[config.mk]
export PLATFORM = sky130hd
export DESIGN_NAME = spi_rx_framer
export DESIGN_NICKNAME = d
export VERILOG_FILES = /design/src/rtl/spi_rx_framer.sv
export SDC_FILE = /design/constraint.sdc
export NUM_CORES = 1
export LEC_CHECK = 0
export CORE_MARGIN = 1
export CORE_UTILIZATION = 25
export DETAILED_ROUTE_END_ITERATION = 8
export PLACE_DENSITY = 0.45
export SLEW_MARGIN = 20
export SYNTH_ARGS = -nofsm -noshare
export SYNTH_HDL_FRONTEND = slang
export SYNTH_SLANG_ARGS = --single-unit
[constraint.sdc]
create_clock -name clk -period 5.75 [get_ports clk]
set_clock_uncertainty 0.1 [all_clocks]
set_input_delay 0.575 -clock clk [delete_from_list [all_inputs] [get_ports clk]]
set_output_delay 0.575 -clock clk [all_outputs]
set_load 0.05 [all_outputs]
[src/rtl/spi_rx_framer.sv]
`default_nettype none
// +----------------------------------------------------------------------------+
// | spi_rx_framer : polls the SPI slave register port and deframes              |
// |   SYNC, LEN, payload[LEN], XOR-checksum frames onto a valid/ready stream.   |
// | Optional macro SPI_RX_TIMEOUT_EN enables the inter-byte timeout.            |
// | Revision: 1.0                                                               |
// +----------------------------------------------------------------------------+
module spi_rx_framer #(
   parameter logic [7:0]  SYNC_BYTE      = 8'h7E,
   parameter int unsigned MAX_LEN        = 64,
   parameter int unsigned TIMEOUT_CYCLES = 50000
) (
   input  logic        clk,
   input  logic        reset_n,
   output logic        spi_select,
   output logic        read_n,
   output logic        write_n,
   output logic [2:0]  mem_addr,
   output logic [15:0] data_from_cpu,
   input  logic [15:0] data_to_cpu,
   input  logic        dataavailable,
   output logic [7:0]  m_data,
   output logic        m_valid,
   input  logic        m_ready,
   output logic        m_sof,
   output logic        m_eof,
   output logic        frame_ok,
   output logic        frame_err,
   output logic [7:0]  cur_len
);

   localparam logic [7:0] MAX_LEN_B = 8'(MAX_LEN);

   typedef enum logic [1:0] {B_IDLE, B_RD1, B_RD2, B_GAP}    bus_state_t;
   typedef enum logic [1:0] {P_HUNT, P_LEN, P_PAY, P_CSUM}   parse_state_t;

   bus_state_t   bus_q, bus_d;
   parse_state_t parse_q, parse_d;

   logic [7:0] rx_byte_q,   rx_byte_d;
   logic [7:0] csum_q,      csum_d;
   logic [7:0] remaining_q, remaining_d;
   logic [7:0] cur_len_q,   cur_len_d;
   logic [7:0] m_data_q,    m_data_d;
   logic       m_valid_q,   m_valid_d;
   logic       m_sof_q,     m_sof_d;
   logic       m_eof_q,     m_eof_d;
   logic       frame_ok_q,  frame_ok_d;
   logic       frame_err_q, frame_err_d;

   logic       w_gap;
   logic       w_timeout_hit;
   logic       unused_hi;

   assign unused_hi = ^data_to_cpu[15:8];

   // Bus master: a new read starts only once the previous payload byte has left.
   always_comb begin
      bus_d = bus_q;
      case (bus_q)
         B_IDLE:  if (dataavailable && !m_valid_q) bus_d = B_RD1;
         B_RD1:   bus_d = B_RD2;
         B_RD2:   bus_d = B_GAP;
         B_GAP:   bus_d = B_IDLE;
         default: bus_d = B_IDLE;
      endcase
   end

   assign w_gap     = (bus_q == B_GAP);
   assign rx_byte_d = (bus_q == B_RD2) ? data_to_cpu[7:0] : rx_byte_q;

`ifdef SPI_RX_TIMEOUT_EN
   localparam int unsigned     TW     = $clog2(TIMEOUT_CYCLES + 1);
   localparam logic [TW-1:0]   TO_PRE = TW'(TIMEOUT_CYCLES - 2);

   logic [TW-1:0] to_cnt_q, to_cnt_d;

   // Hit is flagged one count early so frame_err lands as the count reaches TIMEOUT_CYCLES-1.
   always_comb begin
      to_cnt_d = to_cnt_q;
      if (w_gap || parse_q == P_HUNT) to_cnt_d = '0;
      else                            to_cnt_d = to_cnt_q + 1'b1;
   end

   assign w_timeout_hit = !w_gap && (parse_q != P_HUNT) && (to_cnt_q == TO_PRE);

   always_ff @(posedge clk or negedge reset_n) begin
      if (!reset_n) to_cnt_q <= '0;
      else          to_cnt_q <= to_cnt_d;
   end
`else
   assign w_timeout_hit = 1'b0;
`endif

   always_comb begin
      parse_d     = parse_q;
      csum_d      = csum_q;
      remaining_d = remaining_q;
      cur_len_d   = cur_len_q;
      m_data_d    = m_data_q;
      m_valid_d   = m_valid_q;
      m_sof_d     = m_sof_q;
      m_eof_d     = m_eof_q;
      frame_ok_d  = 1'b0;
      frame_err_d = 1'b0;

      if (m_valid_q && m_ready) begin
         m_valid_d = 1'b0;
         m_sof_d   = 1'b0;
         m_eof_d   = 1'b0;
      end

      if (w_gap) begin
         case (parse_q)
            P_HUNT: if (rx_byte_q == SYNC_BYTE) parse_d = P_LEN;
            P_LEN: begin
               if (rx_byte_q == 8'd0 || rx_byte_q > MAX_LEN_B) begin
                  frame_err_d = 1'b1;
                  parse_d     = P_HUNT;
               end else begin
                  cur_len_d   = rx_byte_q;
                  csum_d      = rx_byte_q;
                  remaining_d = rx_byte_q;
                  parse_d     = P_PAY;
               end
            end
            P_PAY: begin
               m_data_d    = rx_byte_q;
               m_valid_d   = 1'b1;
               m_sof_d     = (remaining_q == cur_len_q);
               m_eof_d     = (remaining_q == 8'd1);
               csum_d      = csum_q ^ rx_byte_q;
               remaining_d = remaining_q - 8'd1;
               if (remaining_q == 8'd1) parse_d = P_CSUM;
            end
            P_CSUM: begin
               if (rx_byte_q == csum_q) frame_ok_d  = 1'b1;
               else                     frame_err_d = 1'b1;
               parse_d = P_HUNT;
            end
            default: parse_d = P_HUNT;
         endcase
      end else if (w_timeout_hit) begin
         // Abandoned frame: any byte still waiting is delivered but must not close a frame.
         frame_err_d = 1'b1;
         parse_d     = P_HUNT;
         m_eof_d     = 1'b0;
      end
   end

   always_ff @(posedge clk or negedge reset_n) begin
      if (!reset_n) begin
         bus_q       <= B_IDLE;
         parse_q     <= P_HUNT;
         rx_byte_q   <= 8'd0;
         csum_q      <= 8'd0;
         remaining_q <= 8'd0;
         cur_len_q   <= 8'd0;
         m_data_q    <= 8'd0;
         m_valid_q   <= 1'b0;
         m_sof_q     <= 1'b0;
         m_eof_q     <= 1'b0;
         frame_ok_q  <= 1'b0;
         frame_err_q <= 1'b0;
      end else begin
         bus_q       <= bus_d;
         parse_q     <= parse_d;
         rx_byte_q   <= rx_byte_d;
         csum_q      <= csum_d;
         remaining_q <= remaining_d;
         cur_len_q   <= cur_len_d;
         m_data_q    <= m_data_d;
         m_valid_q   <= m_valid_d;
         m_sof_q     <= m_sof_d;
         m_eof_q     <= m_eof_d;
         frame_ok_q  <= frame_ok_d;
         frame_err_q <= frame_err_d;
      end
   end

   assign spi_select    = (bus_q == B_RD1) || (bus_q == B_RD2);
   assign read_n        = !spi_select;
   assign write_n       = 1'b1;
   assign mem_addr      = 3'd0;
   assign data_from_cpu = 16'h0000;
   assign m_data        = m_data_q;
   assign m_valid       = m_valid_q;
   assign m_sof         = m_sof_q;
   assign m_eof         = m_eof_q;
   assign frame_ok      = frame_ok_q;
   assign frame_err     = frame_err_q;
   assign cur_len       = cur_len_q;

endmodule
`default_nettype wire

==> results.tsv <==
metric	value	unit
ys_types	50	
antenna_found_initial	0	
placed_cell_area	3070	sq um
p_leak	0.00138	uW
synth-edff-count	0	
dieHeight	107	um
slew_headroom	46.8	%
ys_seq_area_share	44.6	%
p_comb_share	46.0	%
setup_violations	0	
ctsLongestPathBuffers	2	
dr.pass1.iters	4	
ys_warn_count	0	
syn_inst	281	
area_growth	15.9	%
num_vias	1980	
timing.max_cap.violations	0	
pre_cts_ws	2.97	ns
grt_pass1_vias	1928	
dp.cells	432	
final_cells	440	
min_period_over_period	47.9	%
cp_slowest_stage_delay	0.68	ns
syn-cell-area	2750	sq um
drive_above_1_share	9.87	%
grt_pass1_wl	10600	um
hold_buffers	0	
min_period	2.75	ns
gp_congestion	0.737	
drt_iter0_markers	81	
startpoint_type	flip-flop	
vdd_drop_max	0.349	mV
fin_setup_tns	0	ns
cts-resized-gates	0	
die_w	107	um
cts_buffers	5	
pwr-share-seq	38.3	%
tritoncts	yes	
p_clk_share	15.7	%
synth_top_area_share	44.6	%
post_cts_buffers	0	
viasPerCell	4.50	
fin_nets	329	
rsz0062_at_grt	no	
finalMaxSlewViolations	0	
hp-class	input port to asynchronous set/reset pin	
cts.sinks	49	
critPathTopFamily	simple AND/OR/NAND/NOR gates	
endpoint_kind	flip-flop	
io_pins	63	
power.density	504	nW/um^2
cp_num_buf_inv	0	
crit_type	flip-flop to flip-flop	
cts-root-buf	clkbuf_8	
ys_seq_elements	49	
overflow	0	
p_sw	743	uW
num_rows	37	
status	finished clean	
wire_per_inst	15.1	um
grt_use_total	12.2	%
insertion_delay	0.31	ns
die_area	11400	sq um
initial_core_util	26.1	%
crit_fanout	25	
drc	0	
swShare	46.3	%
crit_slowest_cell	nand2_1	
finalInstanceArea	3180	sq um
diodes	0	
grt_max_degree	50	
antenna_left	0	
synth_top_cells_by_area	dfrtp_1 45%, buf_4 5.5%, xnor2_1 5.4%	
core	10500	sq um
synth_async_sr_flop_share	100	%
port_buffers	34	
synthFlopType	dfrtp_1	
crit_required	5.89	ns
hpwl	4470	um
arrival	2.90	ns
yosys.area.top_type	dfrtp_1	
totalWireLength	6630	um
intPower	863	uW
path_cells	nor2b_1, nand2_1, nand3_1, o221a_2	
htree_levels	2	
hold_violations	0	
path_clk_slew	0.10	ns
fmax	0.363	GHz
worst_pin_slew	0.796	ns
timing.final.ws_setup	3.00	ns
synth_area_per_cell	9.77	sq um
worst reg2reg max path: stages, from the launching register on:
cell     delay [ns]
dfrtp_1        0.51
nor2b_1        0.65
nand2_1        0.68
nand3_1        0.51
o221a_2        0.25
synthesized netlist by cell type (2+ instances only):
cell and number:
a21oi_1 8, buf_6 4, clkbuf_2 2, a22oi_1 3, xnor2_1 17, nor2b_1 2, nor3b_1 2, a31o_2 3
nand3_1 17, nand4_1 7, a211oi_1 2, nor3_1 6, mux2_4 2, a21o_1 2, o211a_1 2, a31oi_1 3
clkbuf_1 8, ha_1 6, inv_1 15, nor2_1 6, conb_1 2, and2_1 2, o21ai_0 26, buf_4 20
and3_1 2, mux2_2 3, dfrtp_1 49, o21ai_1 3, o221a_2 4, buf_2 4, nand2_1 30
per-stage QoR:
| stage | total power (uW) | hold WS, ns | utilization [%] |
|---|---|---|---|
| final | 1610 | 0.280 | 30.3 |
| after global placement | 1360 | 0.366 | 29.2 |
| after CTS | 1630 | 0.298 | 30.3 |
| after detailed placement | 1360 | 0.363 | 29.2 |
| after floorplan | 1170 | 0.179 | - |
| after global routing | 1710 | 0.339 | 30.3 |
final timing paths:
check | startpoint | end | depth (start not counted) | slack [ns]
worst min-delay path | reset_n | rx_byte_q[2]$_DFFE_PN0P_ | 2 | 0.28
worst min register to register | m_data[1]$_DFFE_PN0P_ | m_data[1]$_DFFE_PN0P_ | 2 | 0.39
min in group clk | m_data[1]$_DFFE_PN0P_ | m_data[1]$_DFFE_PN0P_ | 2 | 0.39
max in group asynchronous | reset_n | remaining_q[5]$_DFFE_PN0P_ | 2 | 4.82
worst max register to register | flip-flop | remaining_q[1]$_DFFE_PN0P_ | 4 | 3.00
worst max-delay path | flip-flop | remaining_q[1]$_DFFE_PN0P_ | 4 | 3.00
area by class of cell:
cell class	count	area [sq um]
multi-input combinational	197	1280
tap	136	170
clock inverter	2	38.8
inverter	15	56.3
clock buffer	6	72.6
timing repair buffer	35	343
sequential	49	1230
fill	1095	7330
per-layer routing:
layer	track usage, %	wire length, um	vias up
met5	0	0	-
met4	2.94	75	0
met3	2.25	264	8
met2	18.7	2980	49
met1	17.6	3310	941
li1	-	-	982
cell usage in the layout (no fill, tap or decap), types with 3 or more instances in the layout:
| cell type | Yosys | layout |
|---|---|---|
| a21oi_1 | 8 | 8 |
| a22oi_1 | 3 | 3 |
| a31o_2 | 3 | 3 |
| a31oi_1 | 3 | 3 |
| clkbuf_8 | 0 | 5 |
| clkdlybuf4s50_1 | 0 | 33 |
| conb_1 | 2 | 20 |
| dfrtp_1 | 49 | 49 |
| ha_1 | 6 | 6 |
| inv_1 | 15 | 15 |
| mux2_2 | 3 | 3 |
| nand2_1 | 30 | 30 |
| nand3_1 | 17 | 17 |
| nand4_1 | 7 | 7 |
| nor2_1 | 6 | 6 |
| nor3_1 | 6 | 6 |
| o21ai_0 | 26 | 26 |
| o21ai_1 | 3 | 3 |
| o221a_2 | 4 | 4 |
| xnor2_1 | 17 | 17 |
logic make-up after synthesis:
family	Yosys count	synth area share, %
simple gates	85	17.7
compound gates	63	15.2
buf+inv	53	11.3
flops	49	44.6
xor+xnor	17	5.42
fa+ha+maj	6	2.73
mux	6	2.69
other cells	2	0.273
state kept, by name, summed over array words and instances, names as in the netlist, named ones only:
| name | flops |
|---|---|
| parse_q | 1 |
| m_data | 8 |
| m_sof | 1 |
| frame_err | 1 |
| csum_q | 8 |
| m_valid | 1 |
| remaining_q | 8 |
| m_eof | 1 |
| frame_ok | 1 |
| cur_len | 8 |
| bus_q | 2 |
| rx_byte_q | 8 |
power groups by stage:
stage,clock (uW),combinational (uW),sequential (uW)
5_1_grt,275,807,633
3_3_place_gp,0,742,619
6_report,253,738,615
2_1_floorplan,0,529,638
4_1_cts,263,749,614
3_5_place_dp,0,744,620
No activity file was read; power rests on OpenSTA's default activity.
==> variant: new RTL, config.mk and constraints unchanged <==
The 4 states of `parse_state_t` get a one-hot encoding in 4 bits.
--- a/src/rtl/spi_rx_framer.sv
+++ b/src/rtl/spi_rx_framer.sv
@@ -32,7 +32,7 @@
    localparam logic [7:0] MAX_LEN_B = 8'(MAX_LEN);
 
    typedef enum logic [1:0] {B_IDLE, B_RD1, B_RD2, B_GAP}    bus_state_t;
-   typedef enum logic [1:0] {P_HUNT, P_LEN, P_PAY, P_CSUM}   parse_state_t;
+   typedef enum logic [3:0] {P_HUNT = 4'b0001, P_LEN = 4'b0010, P_PAY = 4'b0100, P_CSUM = 4'b1000}   parse_state_t;
 
    bus_state_t   bus_q, bus_d;
    parse_state_t parse_q, parse_d;
Check against the original RTL: same outputs for any inputs over 10 cycles, from zero or initial values and one cycle with reset_n low; not proved beyond that.
==> variant against the original RTL <==
Wire length grew 11%; sequential cell count grew 2; setup slack lost 160 ps; first-iteration DRC count grew 58%; synthesized area grew 7.1%; cell area grew 7.5%; power shrank 23%; critical path type unchanged; largest cell class unchanged; largest power group is now registers; highest routed layer unchanged.
==> variant: results (changes against the original RTL) <==
Critical path
  – Crit-path max cell delay: 860 ps (was 680 ps)
  – Slowest CP cell: or4b_2 (was nand2_1)
  – Critical Path AT: 3000 ps (was 2900 ps)
  – Reg2reg path depth: 4 (unchanged)
  – Critical path class: reg -> reg (unchanged)
  – Worst r2r src: parse_q[1]$_DFFE_PN0P_
  – Worst Path Max Fanout: 14 (was 25)
  – Cell family with most CP delay: simple AND/OR/NAND/NOR gates (unchanged)
  – Reg2reg end: remaining_q[5]$_DFFE_PN0P_ (was remaining_q[1]$_DFFE_PN0P_)
  – Worst reg2reg setup slack: 2840 ps (was 3000 ps)

Synth
  – Post-synth ARST share: 100.0% (unchanged)
  – Sequential fraction of the synthesis area: 43.43% (was 44.65%)
  – Synthesis Warnings: 0 (unchanged)
  – Top_reg_cell synth: dfrtp_1 (unchanged)
  – Post-synth top cells: dfrtp_1, nand2_1, o21ai_0 (unchanged)
  – Distinct cells, synth: 59 (was 50)
  – Area contributors post-synth: dfrtp_1, buf_4, o21ai_0 (was dfrtp_1, buf_4, xnor2_1)

Global routing
  – Total GRT Usage: 12.56% (was 12.17%)
  – First-pass GRT wire length: 12.43 mm (was 10.63 mm)
  – Initial antenna violation count: 0 (unchanged)
  – Largest net degree at the start of global routing: 52 (was 50)
  – Number of global-route vias before repair: 2286 (was 1928)

Clocking
  – Clk_lat worst skew: 290 ps (was 310 ps)
  – Clk buf depth: 2 (unchanged)
  – Root Buffer: clkbuf_16 (was clkbuf_8)
  – Clock transition at path regs: 70 ps (was 100 ps)
  – Post-CTS Setup Inserts: 0 (unchanged)
  – H-tree depth: 2 (unchanged)
  – Num CTS Buffers: 5 (unchanged)

Placed design
  – Dpl hpwl: 5.058 mm (was 4.471 mm)
  – Placed instance area: 0.003247 mm^2 (was 0.003072 mm^2)
  – IO Port Bufs: 34 (unchanged)
  – GP Congestion: 0.7382 (was 0.7367)

Drt
  – Initial DRC count: 128 (was 81)
  – Post-Route WL: 7.386 mm (was 6.626 mm)
  – DRC violations left: 0 (unchanged)
  – DR vias/cell: 4.817 (was 4.500)
  – DRT Pass-1 Iters: 4 (unchanged)

Power and ir drop
  – VDD IR max: 0.4566 mV (was 0.3489 mV)
  – Net switching power: 487.1 uW (was 742.8 uW)
  – Leakage power: 0.001436 uW (was 0.001381 uW)

Finish
  – Share of layout cells above drive strength 1: 7.975% (was 9.868%)
  – Fillcell total: 1250 (was 1095)
  – N_diodes: 0 (unchanged)
  – Footprint of the multi-input gates: 0.001388 mm^2 (was 0.001276 mm^2)
  – Fin nets: 351 (was 329)

Run status
  – Status: complete, no violations (unchanged)

STA
  – Max-slew headroom: 31.59% (was 46.82%)
[variant: changes by cell type after synthesis, moves of 3 or more]
cell	before	now
nor4b_1	0	4
o21ai_0	26	31
nor4_1	1	4
o221a_2	4	1
o221a_1	0	4
o31ai_1	1	4
or3_1	0	4
o21ai_1	3	0
[variant: cell families (layout without fill, tap and decap cells)]
kind of cell | count (synthesis) | in the layout | synth area share, %
adder cells (fa/ha/maj) | 6 | 6 | 2.552
AO/OA/AOI/OAI | 75 | 75 | 17.74
XOR/XNOR | 15 | 15 | 4.466
flip-flops | 51 | 51 | 43.43
multiplexers | 5 | 5 | 1.871
AND/OR/NAND/NOR | 96 | 96 | 17.99
other | 2 | 20 | 0.2553
buffers and inverters | 54 | 58 | 11.70
[variant: metal layers]
metal | share of wire (%) | vias up | track usage [%]
met4 | 1.0 | 0 | 3.467
li1 | - | 1096 | -
met3 | 2.5 | 6 | 1.976
met2 | 47 | 33 | 20.87
met5 | 0 | - | 0
met1 | 49 | 1124 | 16.89
[variant: power by group through the flow]
| stage | combinational (uW) | sequential, uW | clock, uW |
|---|---|---|---|
| 5_1_grt | 424 | 508 | 376 |
| 4_1_cts | 386 | 498 | 363 |
| 2_1_floorplan | 385 | 439 | 0 |
| 3_5_place_dp | 383 | 505 | 0 |
| 6_report | 383 | 501 | 354 |
| 3_3_place_gp | 381 | 503 | 0 |
[variant: through the flow]
step           cells  hold slack, ps  setup slack (ps)
2_1_floorplan    322           179.4              3643
3_3_place_gp     461           364.6              2754
3_5_place_dp     461           368.5              2785
4_1_cts          469           342.4              2807
5_1_grt          469           377.7              2647
6_report         469           296.3              2841
[variant: cell type report]
cell class	count	area share (%)
flip-flops and latches	51	37.34
inverters	14	1.536
clock inverters	2	1.024
clock buffers	6	4.060
repair buffers	36	10.24
multi-input cells	217	40.56
well taps	143	5.230
